===== src/rtl/inst_encoder_loader.sv =====
// Programme loader for the 19-bit pP instruction set: packs decoded field
// bundles into instruction words and writes them to IMEM at sequential addresses.
module inst_encoder_loader #(
    parameter logic [11:0] BASE_DEFAULT = 12'h000
) (
    input  logic        clk,
    input  logic        rst_n,
    input  logic        start,
    input  logic        start_addr_sel,
    input  logic [11:0] start_addr,
    input  logic        in_valid,
    output logic        in_ready,
    input  logic        in_last,
    input  logic [3:0]  kind,
    input  logic [2:0]  fn3,
    input  logic [1:0]  fn2,
    input  logic [2:0]  waddr,
    input  logic [2:0]  raddr1,
    input  logic [2:0]  raddr2,
    input  logic [7:0]  imm,
    input  logic [2:0]  sc,
    input  logic [7:0]  disp,
    input  logic [11:0] jaddr,
    output logic        imem_we,
    output logic [11:0] imem_addr,
    output logic [18:0] imem_wdata,
    input  logic        imem_ack,
    output logic        err,
    output logic        done,
    output logic        ovf,
    output logic [12:0] count
);

    localparam logic [2:0] S_IDLE  = 3'd0;
    localparam logic [2:0] S_READY = 3'd1;
    localparam logic [2:0] S_ENC   = 3'd2;
    localparam logic [2:0] S_WR    = 3'd3;
    localparam logic [2:0] S_DONE  = 3'd4;

    logic [2:0]  state;
    logic [3:0]  kind_q;
    logic [2:0]  fn3_q;
    logic [1:0]  fn2_q;
    logic [2:0]  waddr_q;
    logic [2:0]  raddr1_q;
    logic [2:0]  raddr2_q;
    logic [7:0]  imm_q;
    logic [2:0]  sc_q;
    logic [7:0]  disp_q;
    logic [11:0] jaddr_q;
    logic        last_q;

    logic [18:0] word;
    logic        legal;

    // Inverse of the decoder field map; every bit not named by a kind stays 0.
    always_comb begin
        word  = '0;
        legal = 1'b1;
        case (kind_q)
            4'd0:    word = {2'b00, fn3_q, waddr_q, raddr1_q, raddr2_q, 5'b0};
            4'd1:    word = {2'b01, fn3_q, waddr_q, raddr1_q, imm_q};
            4'd2:    word = {3'b110, fn2_q, waddr_q, raddr1_q, sc_q, 5'b0};
            4'd3:    word = {3'b100, fn2_q, waddr_q, raddr1_q, disp_q};
            4'd4:    word = {3'b101, fn2_q, 6'b0, disp_q};
            4'd5:    word = {5'b11100, 2'b0, jaddr_q};
            4'd6:    word = {5'b11101, 2'b0, jaddr_q};
            4'd7:    word = {6'b111100, 13'b0};
            4'd8:    word = {6'b111101, 13'b0};
            4'd9:    word = {6'b111110, 13'b0};
            4'd10:   word = {6'b111111, 13'b0};
            default: legal = 1'b0;
        endcase
    end

    // Decoded from state so an asynchronous reset drops the write request at once.
    assign in_ready = (state == S_READY);
    assign imem_we  = (state == S_WR);
    assign done     = (state == S_DONE);
    assign err      = (state == S_ENC) && !legal;

    always_ff @(posedge clk or negedge rst_n) begin
        if (!rst_n) begin
            state      <= S_IDLE;
            imem_addr  <= '0;
            imem_wdata <= '0;
            ovf        <= 1'b0;
            count      <= '0;
            kind_q     <= '0;
            fn3_q      <= '0;
            fn2_q      <= '0;
            waddr_q    <= '0;
            raddr1_q   <= '0;
            raddr2_q   <= '0;
            imm_q      <= '0;
            sc_q       <= '0;
            disp_q     <= '0;
            jaddr_q    <= '0;
            last_q     <= 1'b0;
        end else begin
            case (state)
                S_IDLE, S_DONE: begin
                    if (start) begin
                        imem_addr <= start_addr_sel ? start_addr : BASE_DEFAULT;
                        count     <= '0;
                        ovf       <= 1'b0;
                        state     <= S_READY;
                    end
                end
                S_READY: begin
                    if (in_valid) begin
                        kind_q   <= kind;
                        fn3_q    <= fn3;
                        fn2_q    <= fn2;
                        waddr_q  <= waddr;
                        raddr1_q <= raddr1;
                        raddr2_q <= raddr2;
                        imm_q    <= imm;
                        sc_q     <= sc;
                        disp_q   <= disp;
                        jaddr_q  <= jaddr;
                        last_q   <= in_last;
                        state    <= S_ENC;
                    end
                end
                S_ENC: begin
                    if (legal) begin
                        imem_wdata <= word;
                        state      <= S_WR;
                    end else begin
                        state <= last_q ? S_DONE : S_READY;
                    end
                end
                S_WR: begin
                    if (imem_ack) begin
                        count     <= count + 13'd1;
                        imem_addr <= imem_addr + 12'd1;
                        if (imem_addr == 12'hFFF) begin
                            ovf   <= 1'b1;
                            state <= S_DONE;
                        end else begin
                            state <= last_q ? S_DONE : S_READY;
                        end
                    end
                end
                default: state <= S_IDLE;
            endcase
        end
    end

endmodule


===== config.mk =====
export PLATFORM = sky130hd
export DESIGN_NAME = inst_encoder_loader
export DESIGN_NICKNAME = d
export VERILOG_FILES = /design/src/rtl/inst_encoder_loader.sv
export SDC_FILE = /design/constraint.sdc
export NUM_CORES = 1
export LEC_CHECK = 0
export ABC_AREA = 1
export CAP_MARGIN = 5
export CORE_UTILIZATION = 47
export CTS_BUF_LIST = sky130_fd_sc_hd__clkbuf_2
export DETAILED_ROUTE_END_ITERATION = 8
export GPL_TIMING_DRIVEN = 0
export PLACE_DENSITY = 0.79
export SLEW_MARGIN = 25
export SYNTH_ARGS = -nofsm -noshare
export SYNTH_HDL_FRONTEND = slang
export SYNTH_SLANG_ARGS = --single-unit

===== constraint.sdc =====
create_clock -name clk -period 1.4 [get_ports clk]
set_input_delay 0.28 -clock clk [delete_from_list [all_inputs] [get_ports clk]]
set_output_delay 0.28 -clock clk [all_outputs]
set_load 0.05 [all_outputs]

==> results.cfg <==
[critical_path]
required_ns = 1.12
crit_chain = nor2_4 > nand2_2 > inv_2 > buf_6 > buf_8
crit_family = flip-flops
crit_arrival_ns = 1.66
crit_path_end_kind = output port
critPathKind = register to output port
crit_fanout = 3
cp.buffers_inverters = 3
crit_path_max_incr_delay_ns = 0.52
crit_slowest_cell = dfrtp_2
start_kind = register

[synth]
synth_top_area_cell = dfrtp_1
syn_inst = 651
yosysTopAreaCellShare_pct = 49.7
synthTopCellsByArea = dfrtp_1 50%, nand2_1 14%, nor2_1 7.9%
synth_nets = 721
syn-cell-area_um2 = 4940
avgSynthCellArea_um2 = 7.59
ys_seq_elements = 98
seq_area_frac_synth_pct = 49.7
ys_warn_count = 0
synth.distinct_cells = 29

[clock_network]
clk_latency_ns = 0.62
htree_num_levels = 3
clk_pin_slew_ns = 0.28
root_buffer = clkbuf_2
cts_buffers = 9
cts_tree = yes
clock-sinks = 98
clockBufferDepth = 2

[outcome]
violations = negative setup slack
status = finished, violations left

[detailed_routing]
vias_per_cell = 5.69
drcViolationCount = 0
first_iter_violations = 439
via_count = 5783
wl_per_cell_um = 18.4
wl_um = 18700
ant_nets = 0
drt-pass1-iter-count = 8

[layout]
multi_input_area_um2 = 2660
final_util_pct = 79.3
nets = 945
final_cell_mix = 165 x nand2_1, 84 x dfrtp_1, 68 x buf_6
final_common_cell = nand2_1
synthToLayoutAreaGrowth_pct = 65.0
antenna_cells = 0
seq_area_um2 = 2470
fillers = 605
final_cell_count_no_fill = 1016
drive_above_1_share_pct = 34.5

[grt]
grt_max_degree = 57
grt_usage_pct = 28.6
grt_overflow_total = 0
grt_pass1_wl_um = 24500
antenna_found_initial = 0
first_global_vias = 5187

[timing]
setup_viol = 146
worstMarginPinSlew_ns = 0.785
hold_viol = 0
skew_ns = 0.0172
slew_viol_final = 0
worst_slack_ns = -0.542
fin_crit_sh_pct = 139
tns_ns = -22.59
rsz0062_at_grt = true
max_freq_mhz = 515
slew_headroom_pct = 47.6
min_period_ns = 1.94

[floorplanning]
die_w_um = 105
num_rows = 37
die_h_um = 105
initial_utilization_pct = 48.1
fp.coreArea_um2 = 10300
ios = 117
dieArea_um2 = 10900

[place]
port_buffers = 116
gp_congestion = 0.844
dpl.hpwl_um = 9670
place_ws_ns = -0.746
dp_cells = 904

[pwr]
ir_drop_mv = 1.22
power_mw = 17.2
p_per_area_nw_per_um2 = 2110
power.leakage_nw = 3.86

[min_path]
hp-class = primary input to asynchronous set/reset pin

[job]
maxCapViolCount = 0
what timing repair did:
action / in CTS / in global routing
pin swaps: 17 / 24
endpoints found under the setup margin: 95 / 144
gates resized for setup: 435 / 130
hold buffers: 1 / 0
endpoints found under the hold margin: 98 / 0
cloned: 5 / 13
setup buffers: 66 / 14
routing by layer:
| layer | vias to the layer above | global-route usage [%] | part of all wire, % |
|---|---|---|---|
| li1 | 2560 | - | - |
| met1 | 2727 | 33.7 | 36 |
| met2 | 393 | 51.4 | 51 |
| met3 | 103 | 4.57 | 7.5 |
| met4 | 0 | 11.7 | 5.6 |
| met5 | - | 0 | 0 |
path summary, 6_finish.rpt:
path,startpoint,endpoint,slack [ns],cells after the start
setup / recovery,state[2]$_DFFE_PN0P_,in_ready,-0.54,5
hold reg to reg,waddr_q[1]$_DFFE_PN0P_,waddr_q[1]$_DFFE_PN0P_,0.51,2
max in group asynchronous,rst_n,state[1]$_DFFE_PN0P_,0.68,3
hold / removal,rst_n,imem_addr[1]$_DFFE_PN0P_,0.11,2
min in group clk,disp[3],disp_q[3]$_DFFE_PN0P_,0.16,3
setup reg to reg,kind_q[3]$_DFFE_PN0P_,imem_wdata[14]$_DFFE_PN0P_,-0.31,8
stage by stage:
step	hold slack [ns]	instance area, um^2
3_3_place_gp	0.455	6330
5_1_grt	0.140	8150
6_report	0.107	8150
4_1_cts	0.133	7400
3_5_place_dp	0.226	6360
2_1_floorplan	-0.0156	5000
cell usage after synthesis:
cell,count
nand2_1,183
nor2_1,104
dfrtp_1,98
nand3_1,67
inv_1,53
a21oi_1,45
o21ai_0,17
buf_2,15
nand4_1,11
a31oi_1,10
buf_6,6
o21ai_1,6
a22oi_1,4
inv_2,4
nand2_2,4
a21boi_0,3
nor2_2,3
o21bai_1,3
clkbuf_1,2
ha_1,2
nand2_4,2
nor3_1,2
buf_4,1
nand3_2,1
nor2_4,1
o211ai_1,1
o21a_1,1
o21ai_2,1
xnor2_1,1
layout make-up:
cell class / count / share of cell area (%)
tap: 136 / 2.09
multi-input combinational: 476 / 32.7
timing repair buffer: 210 / 27.5
sequential: 98 / 30.3
buffer: 23 / 3.33
clock buffer: 10 / 0.614
inverter: 57 / 2.92
clock inverter: 6 / 0.537
kinds of logic (layout without fill, tap and decap cells):
logic type      Yosys count  after routing  share of synthesized area, %
simple gates            378            382                          32.0
flops                    98             98                          49.7
compound gates           91             91                          10.2
buf+inv                  81            306                          7.52
fa+ha+maj                 2              2                         0.507
xor+xnor                  1              1                         0.177
state kept, by name, indices dropped and copies added (netlist names):
| name | cells |
|---|---|
| count | 13 |
| disp_q | 8 |
| fn2_q | 2 |
| fn3_q | 3 |
| imem_addr | 12 |
| imem_wdata | 19 |
| imm_q | 8 |
| jaddr_q | 12 |
| kind_q | 4 |
| last_q | 1 |
| ovf | 1 |
| raddr1_q | 3 |
| raddr2_q | 3 |
| sc_q | 3 |
| state | 3 |
| waddr_q | 3 |
power breakdown:
part,total (mW),switching [mW],internal (mW)
logic,11.1,6.45,4.66
registers,4.83,0.838,3.99
clock network,1.29,1.05,0.239
Power figures use the tool's default switching activity.
==> edit 1: new RTL, config.mk and constraints unchanged <==
Reset style: synchronous (`rst_n`), changed in one clocked block. Comments in the files are not updated.
--- a/src/rtl/inst_encoder_loader.sv
+++ b/src/rtl/inst_encoder_loader.sv
@@ -81,3 +81,3 @@
 
-    always_ff @(posedge clk or negedge rst_n) begin
+    always_ff @(posedge clk) begin
         if (!rst_n) begin
Formal check against the unedited RTL: differs if rst_n is asserted again (counterexample within 4 cycles, from zero or initial values and one cycle with rst_n low); with rst_n held inactive, the same outputs for 10 cycles.
==> edit 1 against the unedited design <==
- power down 29%
- area after synthesis down 9.6%
- sequential cell count unchanged
- register-to-register slack worse by 0.27 ns
- the flow still finishes with violations (negative setup slack)
- final area down 1.1%
- fmax down 2.0%
- worst setup slack worse by 0.040 ns
- count of clock-buffer cells in the layout down 1
- die area down 9.4%
- clock power up 20%
- synthesized cell count down 0.46%
- global-route usage up 4.3 points
- via count up 6.6%
- wire length up 21%
==> edit 1: results (changes against the unedited design) <==
aggregate routed wire length 22600 um (was 18700 um); count of input and output buffers 115 (was 116); FF-to-FF path depth 10 (was 8); number of global-route vias before repair 5379 (was 5187); failing checks negative setup slack (unchanged); Filler cells 419 (was 605); number of different library cells in the post-synthesis netlist 27 (was 29); count of endpoints failing setup in the final report 146 (unchanged); nets@finish 929 (was 945); Data arrival, critical path 2.54 ns (was 1.66 ns); later-pin clock latency in the skew report 0.65 ns (was 0.62 ns); met3 routed wirelength 2420 um (was 1410 um); Multi-In Gates 468 (was 476); number of diodes added for antenna fixing 2 (was 0); sequential share of cell area 25.7% (was 30.3%); total setup buffers inserted after CTS 52 (was 66); net count after synthesis 718 (was 721); met1 wire length 7230 um (was 6650 um); cell types with the highest counts after synthesis sky130_fd_sc_hd__nor2_1, sky130_fd_sc_hd__nand2_1, sky130_fd_sc_hd__dfxtp_1 (was sky130_fd_sc_hd__nand2_1, sky130_fd_sc_hd__nor2_1, sky130_fd_sc_hd__dfrtp_1); routed vias 6164 (was 5783); fraction of the mapped netlist area in compound gates 19.7% (was 10.2%); number of antenna violations at the first check in global routing 2 (was 0); syn avg cell area 6.89 sq um (was 7.59 sq um); xor and xnor area share after synthesis 0.196% (was 0.177%); setup ws final -0.582 ns (was -0.542 ns); class of the worst hold path input pin to flop (was input pin to async pin); final clock skew 0.0336 ns (was 0.0172 ns); vias per std cell 6.19 (was 5.69); outcome complete, but fails checks (unchanged); global-route wire length before repair 25300 um (was 24500 um); grt met2 use 61.9% (was 51.4%); met3 track demand over resource in global routing 4.99% (was 4.57%); multi-input gate share of the layout cell area 36.5% (was 32.7%); cell count after placement 892 (was 904); total half-perimeter wirelength after legalization and detailed placement 9410 um (was 9670 um); clock group total power 0.00155 W (was 0.00129 W); fraction of layout instances using a drive strength above 1 46.1% (was 34.5%); final RePlAce weighted congestion 0.876 (was 0.844)
-- edit 1: per-stage QoR --
step | setup slack (ns) | hold WS (ns) | power (W) | instance area, sq um | TNS, ns
2_1_floorplan | 0.00126 | 0.412 | 0.00615 | 4500 | 0
3_3_place_gp | -0.626 | 0.435 | 0.00726 | 5810 | -15.03
3_5_place_dp | -0.648 | 0.439 | 0.00734 | 5810 | -16.76
4_1_cts | -0.355 | 0.0845 | 0.0105 | 7340 | -13.31
5_1_grt | -0.923 | 0.0660 | 0.0126 | 8060 | -35.95
6_report | -0.582 | 0.0919 | 0.0122 | 8060 | -26.56
-- edit 1: how the worst max path moves through the flow --
stage / from / endpoint / slack [ns] / cells past startpoint
floorplan: count[8] / count[11] / 0.001 / 5
global placement: state[1] / imem_we / -0.63 / 4
detailed placement: state[1] / imem_we / -0.65 / 4
CTS: state[0] / imem_we / -0.35 / 4
global route: state[0] / state[2] / -0.92 / 10
finish: state[1] / state[2] / -0.58 / 10
==> edit 2: new RTL, config.mk and constraints unchanged <==
Without the edit above. Put one more register stage on the output `count`, cleared by the reset. The value now appears one clock later. The other outputs are not delayed to match.
--- a/src/rtl/inst_encoder_loader.sv
+++ b/src/rtl/inst_encoder_loader.sv
@@ -38,2 +38,4 @@
     localparam logic [2:0] S_DONE  = 3'd4;
+
+    logic [12:0] count_s0;
 
@@ -87,3 +89,3 @@
             ovf        <= 1'b0;
-            count      <= '0;
+            count_s0   <= '0;
             kind_q     <= '0;
@@ -104,3 +106,3 @@
                         imem_addr <= start_addr_sel ? start_addr : BASE_DEFAULT;
-                        count     <= '0;
+                        count_s0  <= '0;
                         ovf       <= 1'b0;
@@ -135,3 +137,3 @@
                     if (imem_ack) begin
-                        count     <= count + 13'd1;
+                        count_s0  <= count_s0 + 13'd1;
                         imem_addr <= imem_addr + 12'd1;
@@ -150,2 +152,10 @@
 
+    always_ff @(posedge clk or negedge rst_n) begin
+        if (!rst_n) begin
+            count <= '0;
+        end else begin
+            count <= count_s0;
+        end
+    end
+
 endmodule
Function: changed (Yosys sat finds a counterexample within 10 cycles, from zero or initial values and one cycle with rst_n low).
==> edit 2 against the unedited design <==
- the flow still finishes with violations (negative setup slack)
- final area about the same
- wire length down 5.6%
- area after synthesis up 6.2%
- largest power group unchanged
- power up 2.7%
- first-iteration DRC count down 7.3%
- sequential cell count up 13
- sequential share of layout area up 3.9 points
- fmax down 7.3%
- worst setup slack worse by 0.15 ns
==> edit 2: results (changes against the unedited design) <==
worst reg-to-reg setup slack -0.66 ns (was -0.31 ns); worst hold slack across all endpoints 0.0396 ns (was 0.107 ns); FF-to-FF path depth 14 (was 8); registers with the highest flip-flop counts imem_wdata (19), count (13), count_s0 (13) (was imem_wdata (19), count (13)); failing checks negative setup slack (unchanged); Place WS -0.784 ns (was -0.746 ns); count of endpoints failing setup in the final report 145 (was 146); Max rail drop VDD 1.38 mV (was 1.22 mV); outcome complete, but fails checks (unchanged); library cell contributing the largest single delay on the critical path sky130_fd_sc_hd__dfrtp_1 (was sky130_fd_sc_hd__dfrtp_2); max-slew headroom at the worst pin 71.8% (was 47.6%); final clock skew 0.0467 ns (was 0.0172 ns); met3 track demand over resource in global routing 4.18% (was 4.57%); clock transition time at the flip-flop clock pins of the worst setup and hold paths 0.31 ns (was 0.28 ns); setup ws final -0.695 ns (was -0.542 ns); All-Layer GR Usage 26.7% (was 28.6%); Largest stage delay, worst path 0.50 ns (was 0.52 ns); fraction of the mapped netlist area in compound gates 9.02% (was 10.2%); non-filler cells, final 1008 (was 1016); capturing instance or port of the critical path imem_we (was in_ready); cell types with the highest counts after synthesis sky130_fd_sc_hd__nand2_1, sky130_fd_sc_hd__dfrtp_1, sky130_fd_sc_hd__nor2_1 (was sky130_fd_sc_hd__nand2_1, sky130_fd_sc_hd__nor2_1, sky130_fd_sc_hd__dfrtp_1); routed vias 5627 (was 5783); met1 wire length 6460 um (was 6650 um); Data arrival, critical path 1.81 ns (was 1.66 ns); post-placement cell area 6660 sq um (was 6360 sq um); post-synthesis share of cell area spent on full adders, half adders and majority gates 0.477% (was 0.507%); wire length per cell 17.5 um (was 18.4 um); final RePlAce weighted congestion 0.872 (was 0.844); Setup TNS Final -30.51 ns (was -22.59 ns); total half-perimeter wirelength after legalization and detailed placement 9850 um (was 9670 um); met3 routed wirelength 1210 um (was 1410 um); syn avg cell area 7.89 sq um (was 7.59 sq um); cell count after placement 922 (was 904); post-cts gate resize count 405 (was 435)
==> edit 2: cell count changes in the layout (fill, tap and decap cells not counted), moves of 8 or more <==
cell	before	now
sky130_fd_sc_hd__a21oi_1	31	41
sky130_fd_sc_hd__o21ai_1	16	4
sky130_fd_sc_hd__buf_6	68	76
sky130_fd_sc_hd__dfrtp_1	84	101
sky130_fd_sc_hd__nor2_1	67	78
sky130_fd_sc_hd__buf_4	66	41
sky130_fd_sc_hd__nor2_4	23	14
==> edit 2: area by class of cell <==
type	count	area, sq um	area share (%)
repair buffers	187	1990	24.4
multi-input cells	473	2570	31.5
flip-flops and latches	111	2790	34.2
inverters	57	233	2.85
clock inverters	6	82.6	1.01
well taps	140	175	2.15
plain buffers	24	264	3.24
clock buffers	10	50.0	0.614
==> edit 2: power by group <==
part	switching (W)	total [W]	internal, W
clock	0.00108	0.00167	0.000594
sequential	0.000873	0.00529	0.00442
combinational	0.00630	0.0107	0.00443
total	0.00826	0.0177	0.00944
